<file path="src/rtl/adc_buf_capture_pkg.sv">
// Shared types and constants for the ADC buffer capture block.
package adc_buf_capture_pkg;

    typedef enum logic [1:0] {
        ST_IDLE    = 2'd0,
        ST_ARMED   = 2'd1,
        ST_CAPTURE = 2'd2,
        ST_DONE    = 2'd3
    } cap_state_e;

    localparam logic [1:0] TRIG_SW     = 2'd0;
    localparam logic [1:0] TRIG_SYSREF = 2'd1;
    localparam logic [1:0] TRIG_IMM    = 2'd2;
    localparam logic [1:0] TRIG_SW_ALT = 2'd3;

    localparam int LANE_W = 16;

    function automatic logic is_sw_mode(input logic [1:0] mode);
        return (mode == TRIG_SW) || (mode == TRIG_SW_ALT);
    endfunction

endpackage

</file>
<file path="src/rtl/adc_cap_chsel.sv">
// Per-buffer channel select, optional test-pattern source and output register.
// Pattern logic exists only when ADC_BUF_CAPTURE_TEST_PATTERN_EN is defined.
module adc_cap_chsel
    import adc_buf_capture_pkg::*;
#(
    parameter int NCH       = 4,
    parameter int ADC_WIDTH = 128,
    parameter int SEL_W     = 2
) (
    input  logic                     aclk,
    input  logic                     arst,
    input  logic [NCH*ADC_WIDTH-1:0] s_data,
    input  logic [SEL_W-1:0]         sel,
    input  logic                     load,
    input  logic                     first,
    input  logic                     tp_en,
    output logic [ADC_WIDTH-1:0]     m_data
);

    logic [ADC_WIDTH-1:0] mux_data;
    logic [ADC_WIDTH-1:0] beat_data;

    // Out-of-range selects never match and fall back to channel 0.
    always_comb begin
        mux_data = s_data[ADC_WIDTH-1:0];
        for (int k = 0; k < NCH; k++) begin
            if (sel == SEL_W'(k))
                mux_data = s_data[k*ADC_WIDTH +: ADC_WIDTH];
        end
    end

`ifdef ADC_BUF_CAPTURE_TEST_PATTERN_EN
    localparam int LANES = ADC_WIDTH / LANE_W;

    logic [LANE_W-1:0] base_q;
    logic [LANE_W-1:0] base_cur;

    assign base_cur = first ? '0 : base_q;

    always_comb begin
        beat_data = mux_data;
        if (tp_en) begin
            for (int i = 0; i < LANES; i++)
                beat_data[i*LANE_W +: LANE_W] = base_cur + LANE_W'(i);
        end
    end

    always_ff @(posedge aclk or posedge arst) begin
        if (arst)
            base_q <= '0;
        else if (load)
            base_q <= base_cur + LANE_W'(LANES);
    end
`else
    logic unused_tp;
    assign unused_tp = tp_en ^ first;
    assign beat_data = mux_data;
`endif

    always_ff @(posedge aclk or posedge arst) begin
        if (arst)
            m_data <= '0;
        else if (load)
            m_data <= beat_data;
    end

endmodule

</file>
<file path="src/rtl/adc_buf_capture.sv">
// Triggered fixed-length capture of routed ADC streams into NBUF buffer streams.
// Optional test pattern source: define ADC_BUF_CAPTURE_TEST_PATTERN_EN.
//
// state      | meaning
// IDLE    0  | waiting for arm with non-zero length
// ARMED   1  | configuration latched, waiting for trigger
// CAPTURE 2  | one beat per cycle, down-counter holds beats remaining
// DONE    3  | capture complete, done held until next arm or abort
module adc_buf_capture
    import adc_buf_capture_pkg::*;
#(
    parameter int NCH       = 4,
    parameter int NBUF      = 4,
    parameter int ADC_WIDTH = 128,
    parameter int LEN_W     = 16
) (
    input  logic                              aclk,
    input  logic                              arst,
    input  logic [NCH*ADC_WIDTH-1:0]          s_axis_tdata,
    input  logic [NCH-1:0]                    s_axis_tvalid,
    output logic [NCH-1:0]                    s_axis_tready,
    output logic [NBUF*ADC_WIDTH-1:0]         m_axis_tdata,
    output logic [NBUF-1:0]                   m_axis_tvalid,
    input  logic [NBUF-1:0]                   m_axis_tready,
    input  logic [NBUF*$clog2(NCH)-1:0]       src_sel,
    input  logic [1:0]                        trig_mode,
    input  logic [LEN_W-1:0]                  cap_len,
    input  logic                              arm,
    input  logic                              sw_trig,
    input  logic                              abort,
    input  logic                              sysref,
    input  logic                              test_pattern_en,
    output logic [1:0]                        state,
    output logic                              done,
    output logic [NBUF-1:0]                   overflow
);

    localparam int SEL_W = $clog2(NCH);

    cap_state_e              state_q;
    logic [LEN_W-1:0]        len_q;
    logic [LEN_W-1:0]        cnt_q;
    logic [NBUF*SEL_W-1:0]   sel_q;
    logic [1:0]              mode_q;
    logic                    tvalid_q;
    logic                    done_q;
    logic [NBUF-1:0]         ovf_q;
    logic                    sysref_q;
    logic                    sysref_d;
    logic                    tp_q;

    logic sysref_rise;
    logic trig_hit;
    logic arm_ok;
    logic beat_load;
    logic unused_in;

    assign unused_in = ^s_axis_tvalid;

    assign sysref_rise = sysref_q & ~sysref_d;

    always_comb begin
        trig_hit = 1'b0;
        if (state_q == ST_ARMED) begin
            if (is_sw_mode(mode_q))
                trig_hit = sw_trig;
            else if (mode_q == TRIG_SYSREF)
                trig_hit = sysref_rise;
            else
                trig_hit = 1'b1;
        end
    end

    assign arm_ok    = arm && (cap_len != '0) &&
                       ((state_q == ST_IDLE) || (state_q == ST_DONE));
    assign beat_load = !abort &&
                       (trig_hit || ((state_q == ST_CAPTURE) && (cnt_q != '0)));

    always_ff @(posedge aclk or posedge arst) begin
        if (arst) begin
            state_q  <= ST_IDLE;
            len_q    <= '0;
            cnt_q    <= '0;
            sel_q    <= '0;
            mode_q   <= '0;
            tvalid_q <= 1'b0;
            done_q   <= 1'b0;
            ovf_q    <= '0;
            sysref_q <= 1'b0;
            sysref_d <= 1'b0;
        end else begin
            sysref_q <= sysref;
            sysref_d <= sysref_q;
            ovf_q    <= ovf_q | (m_axis_tvalid & ~m_axis_tready);
            if (abort) begin
                state_q  <= ST_IDLE;
                tvalid_q <= 1'b0;
                done_q   <= 1'b0;
            end else begin
                case (state_q)
                    ST_IDLE, ST_DONE: begin
                        if (arm_ok) begin
                            len_q   <= cap_len;
                            sel_q   <= src_sel;
                            mode_q  <= trig_mode;
                            ovf_q   <= '0;
                            done_q  <= 1'b0;
                            state_q <= ST_ARMED;
                        end
                    end
                    ST_ARMED: begin
                        if (trig_hit) begin
                            state_q  <= ST_CAPTURE;
                            tvalid_q <= 1'b1;
                            cnt_q    <= len_q - LEN_W'(1);
                        end
                    end
                    ST_CAPTURE: begin
                        if (cnt_q == '0) begin
                            state_q  <= ST_DONE;
                            tvalid_q <= 1'b0;
                            done_q   <= 1'b1;
                        end else begin
                            cnt_q <= cnt_q - LEN_W'(1);
                        end
                    end
                    default: state_q <= ST_IDLE;
                endcase
            end
        end
    end

`ifdef ADC_BUF_CAPTURE_TEST_PATTERN_EN
    always_ff @(posedge aclk or posedge arst) begin
        if (arst)
            tp_q <= 1'b0;
        else if (!abort && arm_ok)
            tp_q <= test_pattern_en;
    end
`else
    logic unused_tp;
    assign unused_tp = test_pattern_en;
    assign tp_q      = 1'b0;
`endif

    for (genvar b = 0; b < NBUF; b++) begin : g_buf
        adc_cap_chsel #(
            .NCH       (NCH),
            .ADC_WIDTH (ADC_WIDTH),
            .SEL_W     (SEL_W)
        ) u_chsel (
            .aclk   (aclk),
            .arst   (arst),
            .s_data (s_axis_tdata),
            .sel    (sel_q[b*SEL_W +: SEL_W]),
            .load   (beat_load),
            .first  (trig_hit),
            .tp_en  (tp_q),
            .m_data (m_axis_tdata[b*ADC_WIDTH +: ADC_WIDTH])
        );
    end

    assign s_axis_tready = '1;
    assign m_axis_tvalid = {NBUF{tvalid_q}};
    assign state         = state_q;
    assign done          = done_q;
    assign overflow      = ovf_q;

endmodule

</file>
<file path="config.mk">
export PLATFORM = sky130hd
export DESIGN_NAME = adc_buf_capture
export DESIGN_NICKNAME = d
export VERILOG_FILES = /design/src/rtl/adc_buf_capture_pkg.sv /design/src/rtl/adc_cap_chsel.sv /design/src/rtl/adc_buf_capture.sv
export SDC_FILE = /design/constraint.sdc
export NUM_CORES = 1
export LEC_CHECK = 0
export BUFFER_PORTS_ARGS = -buffer_cell sky130_fd_sc_hd__buf_4
export CAP_MARGIN = 25
export CORE_AREA = 2 2 415 417
export DETAILED_ROUTE_END_ITERATION = 7
export DIE_AREA = 0 0 417 419
export PLACE_DENSITY = 0.4
export SYNTH_ARGS = -nofsm -noshare
export SYNTH_HDL_FRONTEND = slang
export SYNTH_SLANG_ARGS = --single-unit
export TNS_END_PERCENT = 100
</file>
<file path="constraint.sdc">
create_clock -name aclk -period 44.9 [get_ports aclk]
set_clock_uncertainty 0.05 [all_clocks]
set_input_delay 0 -clock aclk [delete_from_list [all_inputs] [get_ports aclk]]
set_output_delay 0 -clock aclk [all_outputs]
set_load 0.02 [all_outputs]
</file>
== After elaboration in Yosys (flattened, before gate mapping) ==
Cells that the tools add are included.

* Register bits: 564
* Input bits: 553
* Word-level logic and storage cells: 100

* Add/subtract/negate cells: 2
* Eq/ne operators: 22
* Mux-type cells: 34
* Bitwise logic cells: 6
* Reductions and logical operators: 22

{| class="wikitable"
|+ Operator list
! cell !! number
|-
| 128-bit two-way mux || 12
|-
| 16-bit two-way mux || 2
|-
| 16-bit case mux with 2 select lines || 1
|-
| 16-bit nonzero test || 2
|-
| 16-bit by 1-bit subtractor with 16-bit output (second input constant) || 2
|-
| 2-bit == test (second input constant) || 11
|-
| 16-bit zero test || 1
|-
| 2-bit by 1-bit == test with 1-bit output (second input constant) || 6
|-
| 4-bit two-way mux || 3
|-
| 3-bit AND reduction || 4
|-
| 1-bit two-way mux || 9
|-
| 2-bit two-way mux || 4
|-
| 3-bit inequality test (second input constant) || 2
|-
| 2-bit case mux with 3 select lines || 1
|-
| 3-bit nonzero test || 2
|-
| 4-bit AND || 1
|-
| 1-bit logical AND || 4
|-
| 2-bit zero test || 2
|-
| 2-bit inequality test (second input constant) || 2
|-
| 4-bit inverter || 1
|-
| 4-bit OR || 1
|-
| 1-bit case mux with 2 select lines || 2
|-
| 4-bit AND reduction || 1
|-
| 1-bit logical OR || 3
|-
| 6 further kinds || 7
|}

== Logic depth before layout (Yosys ltp) ==
Gate-level depths: netlist (run 1).

* Word-level depth: 8
* Gate-level depth with buffers: 13

== Modules after synthesis ==
A second synthesis (run 1) with hierarchy kept.

* Cells, all modules: 3158
* Area, all modules: 36667.7 µm²

{| class="wikitable"
|+ By module, submodules not included
! module !! times used !! cells each !! area an instance (µm²)
|-
| adc_cap_chsel || 4 || 714 || 8408.1
|-
| adc_buf_capture || 1 || 302 || 3035.4
|}

== Worst setup path after synthesis (run 1) ==
Ideal clock, no wire load.

* Path kind: register to register
* Start point: register state_q[0] (netlist: state[0])
* End point: register cnt_q[14]
* Library setup time: 0.126 ns
* Arrival: 3.194 ns
* Required time: 44.724 ns
* Setup slack: 41.530 ns
* Cell stages (with the launch flop): 14
* Path through: dfrtp_1 inv_1 ha_1 buf_2 buf_1 clkbuf_1 clkbuf_1 mux2i_1 ha_1 o21ai_1 a211oi_1 xnor2_1 nor2_1 a221o_1

* Word-level cells in the longest chain between the ends: 4
* Elaborated cells between the ends (all ways): 8
* Those cells by class: eq/ne (4); mux (2); reduce/logical (2)

{| class="wikitable"
|+ RTL lines
! item !! RTL line !! source
|-
| from (decl) || adc_buf_capture.sv:40 || <nowiki>cap_state_e state_q;</nowiki>
|-
| from (signal assigned) || adc_buf_capture.sv:81 || <nowiki>state_q <= ST_IDLE;</nowiki>
|-
| from (signal assigned) || adc_buf_capture.sv:96 || <nowiki>state_q <= ST_IDLE;</nowiki>
|-
| from (signal assigned) || adc_buf_capture.sv:108 || <nowiki>state_q <= ST_ARMED;</nowiki>
|-
| 2-bit by 1-bit == test with 1-bit output || adc_buf_capture.sv:64, adc_buf_capture.sv:100 ||
|-
| 1-bit two-way mux || adc_buf_capture.sv:64 || <nowiki>if (state_q == ST_ARMED) begin</nowiki>
|-
| 2-bit inequality test (no line) || - ||
|-
| 4-bit AND reduction (no line) || - ||
|-
| to (signal assigned) || adc_buf_capture.sv:115 || <nowiki>cnt_q <= len_q - LEN_W'(1);</nowiki>
|-
| to (signal assigned) || adc_buf_capture.sv:124 || <nowiki>cnt_q <= cnt_q - LEN_W'(1);</nowiki>
|-
| to (decl) || adc_buf_capture.sv:42 || <nowiki>logic [LEN_W-1:0] cnt_q;</nowiki>
|}

Several ways; a longest one is shown, not always the timed one.
A chain may end at the register's enable or synchronous reset.

== Worst setup path in the final report (run 1) ==
* Start point: register sel_q[4]
* End point: register g_buf[2].u_chsel.m_data[25]

* Word-level cells in the longest chain between the ends: 4
* Elaborated cells between the ends (all ways): 6
* Those cells by class: eq/ne (3); mux (3)

{| class="wikitable"
|+ RTL lines
! item !! RTL line !! source
|-
| from (decl) || adc_buf_capture.sv:43 || <nowiki>logic [NBUF*SEL_W-1:0] sel_q;</nowiki>
|-
| from (signal assigned) || adc_buf_capture.sv:104 || <nowiki>sel_q <= src_sel;</nowiki>
|-
| 2-bit by 1-bit == test with 1-bit output || adc_cap_chsel.sv:27 || <nowiki>if (sel == SEL_W'(k))</nowiki>
|-
| 128-bit two-way mux (2 in series) || adc_cap_chsel.sv:27 ||
|-
| 128-bit two-way mux (*) || adc_cap_chsel.sv:27 ||
|-
| to (signal assigned) || adc_cap_chsel.sv:64 || <nowiki>m_data <= beat_data;</nowiki>
|-
| to (decl) || adc_cap_chsel.sv:17 || <nowiki>output logic [ADC_WIDTH-1:0] m_data</nowiki>
|}

Mark *: on every way between the ends. The rest lies on a longest branch, timed or not.

==> results of run 1 <==
-- logic make-up after synthesis --
group	after synthesis	synth area share, %
other	1	0.01100
muxes	1055	51.76
DFF	564	41.41
buffers and inverters	203	3.524
xor gates and xnor gates	12	0.3084
AOI/OAI and AO/OA	73	1.410
adders and majority gates	4	0.1469
and+or+nand+nor	92	1.428
-- what timing repair did --
item	CTS	global route
gates resized for setup	0	0
endpoints found under the hold margin	681	0
hold buffers	980	0
-- Yosys cell counts (all sizes together) --
library cell / number
buf: 74
conb: 1
a41o: 1
a2111oi: 1
o31ai: 2
nor4: 8
a211oi: 2
o2111ai: 1
mux2: 538
o21ai: 19
nand4: 4
a21oi: 25
nor2: 20
nand3: 4
o32ai: 2
clkinv: 1
or3: 6
a2bb2oi: 3
or2: 3
clkbuf: 117
nand3b: 1
and2: 2
nand2b: 4
xnor2: 6
a221oi: 1
o41a: 1
a221o: 4
ha: 4
nor2b: 2
o22ai: 6
xor2: 6
mux4: 512
mux2i: 5
dfrtp: 564
a22o: 2
inv: 11
a21o: 1
nand2: 19
o211ai: 1
nor3: 15
o21a: 1
nor3b: 4
-- per-layer routing --
layer	share of wire (%)	GRT usage, %	vias up
met5	0.064	0	-
li1	-	-	12210
met1	41	23.79	15660
met2	50	31.86	902
met4	3.8	7.179	18
met3	5.2	3.759	251
-- how the worst max path moves through the flow --
stage	start	endpoint	depth (start not counted)
2_1_floorplan	arst	cnt_q[0]	1
3_3_place_gp	mode_q[0]	g_buf[1].u_chsel.m_data[24]	7
3_5_place_dp	mode_q[0]	g_buf[1].u_chsel.m_data[23]	7
4_1_cts	sel_q[4]	g_buf[2].u_chsel.m_data[25]	5
5_1_grt	sel_q[4]	g_buf[2].u_chsel.m_data[25]	5
6_report	sel_q[4]	g_buf[2].u_chsel.m_data[25]	5
-- power groups by stage --
stage          clock network [mW]  registers, mW  logic (mW)
3_5_place_dp                    0           1.01        2.21
6_report                    0.695          0.996        2.53
3_3_place_gp                    0          0.999        2.22
4_1_cts                     0.721          0.999        2.56
5_1_grt                     0.739           1.03        2.67
2_1_floorplan                   0           1.21        1.09
-- sequential cells by signal, summed over array words and instances (netlist names) --
| register | cells |
|---|---|
| sysref_d | 1 |
| sel_q | 8 |
| overflow | 4 |
| done | 1 |
| tvalid_q | 1 |
| mode_q | 2 |
| sysref_q | 1 |
| g_buf.u_chsel.m_data | 512 |
| cnt_q | 16 |
| len_q | 16 |
| state | 2 |
-- area by class of cell --
type / count / area share, %
flip-flops and latches: 564 / 24.86
clock inverters: 19 / 0.4201
well taps: 2233 / 4.911
clock buffers: 128 / 4.568
multi-input cells: 1240 / 33.03
inverters: 12 / 0.09237
diodes: 19 / 0.08357
repair buffers: 2091 / 32.03
-- tightest hold or removal path, delay by kind of cell --
kind	cells	cell delay (ns)
and+or+nand+nor	1	0.07
buffers and inverters	3	0.71
AOI/OAI and AO/OA	1	0.06
==> impl_metrics.yaml, run 1 <==
cts:
  cts.sinks: 564
  max-clock-path-buffers: 3
  tritoncts.num_buffers: 82
  clock-root-buffer: "clkbuf_16"
  clock_tree.htree_level_count: 3
  cts_tree: "yes"
  worst_setup_hold_path_clk_slew_ns: 0.06
  postCtsSetupBuffers: 0
  worstSkewPairLatency_ns: 0.70
final_layout:
  final_util_pct: 33.35
  final_cell_mix: "1105 x buf_4, 980 x dlygate4sd3_1, 556 x dfrtp_1"
  finalNonFillerCells: 6306
  regArea_um2: 14140
  layout.cell_area.non_filler_um2: 56890
  syn_to_layout_area_delta_pct: 66.94
  multiInputGateArea_um2: 18790
  drive_above_1_share_pct: 45.26
  filler_cell_count: 17080
  final_common_cell: "buf_4"
  fin_nets: 4548
sta:
  unrepaired_setup_endpoints_after_global_routing: "no"
  max_freq_mhz: 242.8
  finalWorstPathRequiredPeriod_ns: 4.118
  worst_slack_ns: 40.78
  timing.final.crit_share_pct: 9.171
  report.final.setup_viol: 0
  timing.hold.ws_ns: 0.1481
  final_max_slew_viol_count: 0
  worst_pin_slew_ns: 1.129
  finalSetupTns_ns: 0
  relSlewSlack_pct: 24.70
  timing_hold_violations_final: 0
synthesis:
  synthesized_area_divided_by_synthesized_cell_count_um2: 17.01
  yosysSeqAreaShare_pct: 41.41
  yosys.area.top_type_share_pct: 41.41
  post_synth_main_area_contributors: "dfrtp_1 41%, mux4_2 34%, mux2_1 16%"
  synthesis.instances: 2004
  synthesis.yosys.warnings: 0
  syn_area_um2: 34080
  leading_area_contributor_after_synthesis: "dfrtp_1"
  post_synth_num_cell_types: 53
  synth.ff_latch_count: 564
detailed_routing:
  drt_first_pass_iters: 5
  dr.first_iter.drc_count: 1679
  vias_per_cell: 4.605
  detail_route.wl_per_cell_um: 26.72
  drt-total-wl_um: 168500
  detail_route.drc_violations: 0
  drtAntennaViolNets: 0
  via_count: 29040
pwr:
  vdd_ir_max_mv: 0.04275
  p_per_area_nw_per_um2: 74.13
  power.share.sequential_pct: 23.6
  power.net_switching_mw: 1.702
  total_power_mw: 4.217
  p_leak_nw: 23.36
  share_comb_of_total_power_pct: 59.9
  p_int_mw: 2.515
  power.share.clock_pct: 16.5
  swShare_pct: 40.36
grt:
  globalRouteOverflowTotal: 0
  first_global_vias: 30360
  grt_max_degree: 149
  grt_pass1_wl_um: 237500
  grt_util_all_layers_pct: 18.89
  grt_antenna_before_repair: 33
floorplan:
  floorplan.die_area_um2: 174700
  die_height_um: 419
  io-pin-count: 1080
  placeable_core_region_um2: 170600
  initial_utilization_pct: 19.98
  die_w_um: 417
  placement_rows: 152
place:
  dpl_cell_area_um2: 44200
  buffer_ports.inserted: 1070
  dp.cells: 5160
  place.gp.congestion: 0.8946
  detailed_place_hpwl_um: 121300
  pre_cts_ws_ns: 41.15
worst_setup_path:
  r2r_cells: 5
  critical_path.startpoint_type: "flop"
  critPathRequiredTime_ns: 45.43
  critical_path_cell_by_cell: "buf_4, buf_4, mux4_2, dlygate4sd3_1, mux2_1"
  cpMostUsedCell: "buf_4"
  slack_of_the_worst_reg_to_reg_path_ns: 40.78
  critPathCaptureType: "flop"
  critical-path-top-delay-family: "buffers and inverters"
  critical_path_arrival_ns: 4.64
  reg2reg_from: "sel_q[4]"
  critical-path-slowest-cell: "dfrtp_4"
  timing.critical_path.slowest_cell_delay_ns: 0.80
  critical_path.reg2reg.endpoint: "g_buf[2].u_chsel.m_data[25]"
  criticalPathCategory: "reg -> reg"
  path_max_fanout: 34
  cp.buffers_inverters: 3
status:
  status: "completed"
worst_hold_path:
  hold_path.startpoint: "m_axis_tready[3]"
  hp-class: "in -> reg"
  holdPathStages: 5
  hold_end: "overflow[3]"
job:
  maxCapViolations: 0
Power figures use the tool's default switching activity.
==> run 2: changes to the inputs <==
--- a/config.mk
+++ b/config.mk
@@ -10,7 +10,7 @@
 export CORE_AREA = 2 2 415 417
 export DETAILED_ROUTE_END_ITERATION = 7
 export DIE_AREA = 0 0 417 419
-export PLACE_DENSITY = 0.4
+export PLACE_DENSITY = 0.42
 export SYNTH_ARGS = -nofsm -noshare
 export SYNTH_HDL_FRONTEND = slang
 export SYNTH_SLANG_ARGS = --single-unit
==> constraint.sdc (replaced) <==
create_clock -name aclk -period 3.4 [get_ports aclk]
set_clock_uncertainty 0.05 [all_clocks]
set_input_delay 0 -clock aclk [delete_from_list [all_inputs] [get_ports aclk]]
set_output_delay 0 -clock aclk [all_outputs]
set_load 0.02 [all_outputs]
==> run 2 against run 1 <==
Sequential cell count unchanged. Combinational power rose to 14 times the previous value. Setup slack got worse by 41 ns. Routed wire length up 3.4%. Design area up 1.8%. Register-to-register slack got worse by 41 ns. Critical path depth increased by 5. Power rose to 13 times the previous value. Via count is 2.3% higher. Worst hold slack lost 0.054 ns. Non-clock buffer count rose by 87. Sequential power increased to 13 times the previous value. Critical path type unchanged. Largest cell class is now non-clock buffers.
==> impl_metrics.yaml, run 2 (synthesis results as in run 1) <==
status:
  status: "completed"
sta:
  finalWorstPathRequiredPeriod_ns: 3.118
  final_max_slew_viol_count: 0
  max_freq_mhz: 320.7
  worst_pin_slew_ns: 0.6975
  unrepaired_setup_endpoints_after_global_routing: "no"
  timing_hold_violations_final: 0
  report.final.setup_viol: 0
  relSlewSlack_pct: 53.50
  finalSetupTns_ns: 0
  timing.final.crit_share_pct: 91.71
final_layout:
  drive_above_1_share_pct: 46.26
  final_common_cell: "buf_4"
  syn_to_layout_area_delta_pct: 69.98
  final_cell_mix: "1151 x buf_4, 980 x dlygate4sd3_1, 556 x dfrtp_1"
  filler_cell_count: 16960
  fin_nets: 4633
  largest_register_ff_count: 512
  finalNonFillerCells: 6385
  largest_register: "g_buf.u_chsel.m_data"
  biggestRegsByFlops: "g_buf.u_chsel.m_data (512), cnt_q (16), len_q (16)"
  final_util_pct: 33.96
place:
  place.gp.congestion: 0.8741
  detailed_place_hpwl_um: 131700
  buffer_ports.inserted: 1070
  dp.cells: 5247
worst_setup_path:
  critPathRequiredTime_ns: 3.97
  critical_path.startpoint_type: "flop"
  criticalPathCategory: "reg -> reg"
  path_max_fanout: 17
  critPathCaptureType: "flop"
  critical_path_arrival_ns: 3.69
floorplan:
  initial_utilization_pct: 19.98
  floorplan.die_area_um2: 174700
  die_height_um: 419
  placement_rows: 152
  placeable_core_region_um2: 170600
  io-pin-count: 1080
  die_w_um: 417
cts:
  postCtsHoldBufs: 980
  clock_tree.htree_level_count: 3
  post_cts_resize_count: 0
  cts_tree: "yes"
  worstSkewPairLatency_ns: 0.69
  worst_setup_hold_path_clk_slew_ns: 0.06
  tritoncts.num_buffers: 80
  postCtsSetupBuffers: 0
  max-clock-path-buffers: 3
  clock-root-buffer: "clkbuf_16"
  cts.sinks: 564
grt:
  grt_antenna_before_repair: 39
  grt_pass1_wl_um: 244500
  globalRouteOverflowTotal: 0
  grt_util_all_layers_pct: 19.52
  grt_max_degree: 112
  first_global_vias: 31270
detailed_routing:
  vias_per_cell: 4.650
  dr.first_iter.drc_count: 1838
  via_count: 29690
  detail_route.drc_violations: 0
  drt-total-wl_um: 174100
  drt_first_pass_iters: 5
  drtAntennaViolNets: 0
  detail_route.wl_per_cell_um: 27.27
worst_hold_path:
  hp-class: "in -> reg"
pwr:
  p_per_area_nw_per_um2: 980.6
  vdd_ir_max_mv: 0.5034
  total_power_mw: 56.80
  p_leak_nw: 23.87
job:
  maxCapViolations: 0
## run 2: cell count changes in the layout (fill, tap and decap cells not counted), moves of 3 or more
cell | before | now
clkbuf_8 | 31 | 18
clkbuf_1 | 12 | 15
clkinvlp_4 | 3 | 6
buf_4 | 1105 | 1151
buf_12 | 6 | 47
## run 2: area by class of cell
cell class              count  area, um2  area share [%]
diodes                     17      42.54         0.07344
clock buffers             116       2381           4.110
clock inverters            25      335.3          0.5789
inverters                  12      48.80         0.08424
multi-input cells        1240      18790           32.44
flip-flops and latches    564      14140           24.42
well taps                2233       2794           4.823
repair buffers           2178      19390           33.47
## run 2: metal layers
layer  up-vias  routed length (um)  track usage (%)
met5         -                 138                0
met4        24                7918            8.020
met3       289                8831            3.840
met2      1027               86550            32.87
met1     15940               70710            24.42
li1      12410                   -                -
## run 2: final timing paths
| path | startpoint | to | slack, ns | cells past startpoint |
|---|---|---|---|---|
| max reg2reg | state[0] | mode_q[1] | 0.28 | 10 |
| min in group asynchronous | arst | g_buf[1].u_chsel.m_data[114] | 0.39 | 4 |
| min reg2reg | sysref_q | sysref_d | 0.34 | 0 |
| min | abort | tvalid_q | 0.09 | 3 |
| max | state[0] | mode_q[1] | 0.28 | 10 |
| max in group asynchronous | arst | g_buf[2].u_chsel.m_data[71] | 1.65 | 6 |
## run 2: per-stage QoR
step / cell area [um2] / worst slack [ns] / hold slack [ns]
finish: 57930 / 0.2820 / 0.09423
CTS: 57890 / 0.2593 / 0.006311
detailed placement: 45360 / 0.6642 / -0.03036
global route: 57900 / 0.06997 / 0.03641
global placement: 45340 / 0.6142 / 0.06131
floorplan: 34100 / -4.330 / -0.01857
## run 2: worst max-delay path, stage by stage (launching register included)
cell and delay (ns):
dfrtp_1 0.39, inv_1 0.06, ha_1 0.31, nand2_1 0.06, a41o_1 0.27, nor2_4 0.44
buf_12 0.23, nand2_1 0.06, dlygate4sd3_1 0.55, o21ai_0 0.07, dlygate4sd3_1 0.56
## run 2: where the power goes
group          switching, mW  internal, mW  total [mW]
clock                   3.56          5.38        8.93
combinational           16.5          18.3        34.8
sequential              2.79          10.3        13.1
==> run 3: changes to the inputs <==
--- a/config.mk
+++ b/config.mk
@@ -10,6 +10,7 @@
 export CORE_AREA = 2 2 415 417
 export DETAILED_ROUTE_END_ITERATION = 7
 export DIE_AREA = 0 0 417 419
+export MAX_ROUTING_LAYER = met4
 export PLACE_DENSITY = 0.42
 export SYNTH_ARGS = -nofsm -noshare
 export SYNTH_HDL_FRONTEND = slang
==> run 3 against run 2 <==
Combinational power hardly changed. Sequential power about the same. Largest cell class unchanged. Critical endpoint unchanged. Clock power barely moved. Design area about the same. Highest routed layer is now met4. Setup slack lost 0.0072 ns. Sequential share of layout area is essentially flat. Routed wire length hardly changed. Count of clock-buffer cells in the layout unchanged. Critical path depth unchanged. Worst hold slack about the same.
==> impl_metrics.yaml, run 3 (synthesis results as in run 1) <==
cts:
  post_cts_resize_count: 0
  clock-root-buffer: "clkbuf_16"
  postCtsSetupBuffers: 0
  worst_setup_hold_path_clk_slew_ns: 0.06
  clock_tree.htree_level_count: 3
  cts_tree: "yes"
  tritoncts.num_buffers: 80
  worstSkewPairLatency_ns: 0.69
  cts.sinks: 564
  max-clock-path-buffers: 3
  postCtsHoldBufs: 980
status:
  status: "completed"
worst_setup_path:
  critical-path-top-delay-family: "buffers and inverters"
  critical_path.startpoint_type: "flop"
  criticalPathCategory: "reg -> reg"
  critPathRequiredTime_ns: 3.98
  timing.critical_path.slowest_cell_delay_ns: 0.56
  critical-path-slowest-cell: "dlygate4sd3_1"
  critical_path_cell_by_cell: "inv_1, ha_1, nand2_1, a41o_1, nor2_4, buf_12, nand2_1, dlygate4sd3_1, o21ai_0, dlygate4sd3_1"
  path_max_fanout: 17
  critPathCaptureType: "flop"
  cp.buffers_inverters: 4
  critical_path_arrival_ns: 3.70
sta:
  finalSetupTns_ns: 0
  finalWorstPathRequiredPeriod_ns: 3.125
  worst_pin_slew_ns: 0.7108
  timing.final.crit_share_pct: 91.92
  relSlewSlack_pct: 52.61
  report.final.setup_viol: 0
  timing_hold_violations_final: 0
  unrepaired_setup_endpoints_after_global_routing: "no"
  worst_slack_ns: 0.2748
  max_freq_mhz: 320.0
  final_max_slew_viol_count: 0
final_layout:
  syn_to_layout_area_delta_pct: 70.03
  fin_nets: 4633
  finalNonFillerCells: 6392
  largest_register: "g_buf.u_chsel.m_data"
  final_common_cell: "buf_4"
  final_util_pct: 33.97
  biggestRegsByFlops: "g_buf.u_chsel.m_data (512), cnt_q (16), len_q (16)"
  drive_above_1_share_pct: 46.26
  largest_register_ff_count: 512
  final_cell_mix: "1151 x buf_4, 980 x dlygate4sd3_1, 556 x dfrtp_1"
floorplan:
  placeable_core_region_um2: 170600
  die_height_um: 419
  floorplan.die_area_um2: 174700
  die_w_um: 417
  placement_rows: 152
  initial_utilization_pct: 19.98
  io-pin-count: 1080
grt:
  globalRouteOverflowTotal: 0
  grt_antenna_before_repair: 36
  grt_util_all_layers_pct: 20.09
  grt_pass1_wl_um: 244700
  first_global_vias: 31240
  grt_max_degree: 112
detailed_routing:
  drt-total-wl_um: 174100
  via_count: 29650
  detail_route.wl_per_cell_um: 27.24
  detail_route.drc_violations: 0
  drt_first_pass_iters: 7
  dr.first_iter.drc_count: 1857
  vias_per_cell: 4.639
  drtAntennaViolNets: 0
pwr:
  vdd_ir_max_mv: 0.5060
  p_per_area_nw_per_um2: 980.9
  p_leak_nw: 23.87
place:
  dp.cells: 5247
  pre_cts_ws_ns: 0.6642
  place.gp.congestion: 0.8885
  detailed_place_hpwl_um: 131700
  buffer_ports.inserted: 1070
job:
  maxCapViolations: 0
worst_hold_path:
  hp-class: "in -> reg"
-- run 3: cell types whose count changed in the layout (fill, tap and decap cells not counted) --
cell / delta
diode_2: +7
-- run 3: final cells by class --
type,count,area [um2]
clock buffers,116,2381
clock inverters,25,335.3
well taps,2233,2794
repair buffers,2178,19390
multi-input cells,1240,18790
flip-flops and latches,564,14140
diodes,24,60.06
fillers,16960,112600
inverters,12,48.80
-- run 3: final timing paths --
kind                                                      to  depth (start not counted)  slack, ns     start
worst max-delay path                               mode_q[1]                         10       0.27  state[0]
worst min-delay path                                tvalid_q                          3       0.09     abort
worst max register to register                     mode_q[1]                         10       0.27  state[0]
worst min register to register                      sysref_d                          0       0.33  sysref_q
max in group asynchronous        g_buf[1].u_chsel.m_data[60]                          6       1.63      arst
min in group asynchronous       g_buf[0].u_chsel.m_data[113]                          4       0.39      arst
-- run 3: per-layer routing --
layer	part of all wire [%]	wire [um]	GRT usage (%)	vias to the layer above
met3	5.2	9002	3.663	275
met5	0	0	-	-
met1	41	70640	24.54	15910
met2	50	86930	32.96	1063
li1	-	-	-	12410
met4	4.3	7540	7.744	0
-- run 3: power by group --
group | total (mW) | leakage, nW | internal, mW | switching (mW)
clock network | 8.93 | 1.32 | 5.38 | 3.56
logic | 34.8 | 15.9 | 18.3 | 16.5
registers | 13.1 | 6.66 | 10.3 | 2.79
-- run 3: worst min-delay path: cells and delay by family --
family	cells	cell delay (ns)
AND/OR/NAND/NOR	1	0.06
buffers and inverters	2	0.73
-- run 3: metrics by stage --
stage / instance area [um2] / power (mW) / hold slack [ns]
2_1_floorplan: 34100 / 30.35 / -0.01857
5_1_grt: 57930 / 59.74 / 0.03669
3_5_place_dp: 45360 / 43.84 / -0.03036
4_1_cts: 57890 / 57.52 / 0.006311
6_report: 57950 / 56.84 / 0.09392
3_3_place_gp: 45340 / 43.74 / 0.06131
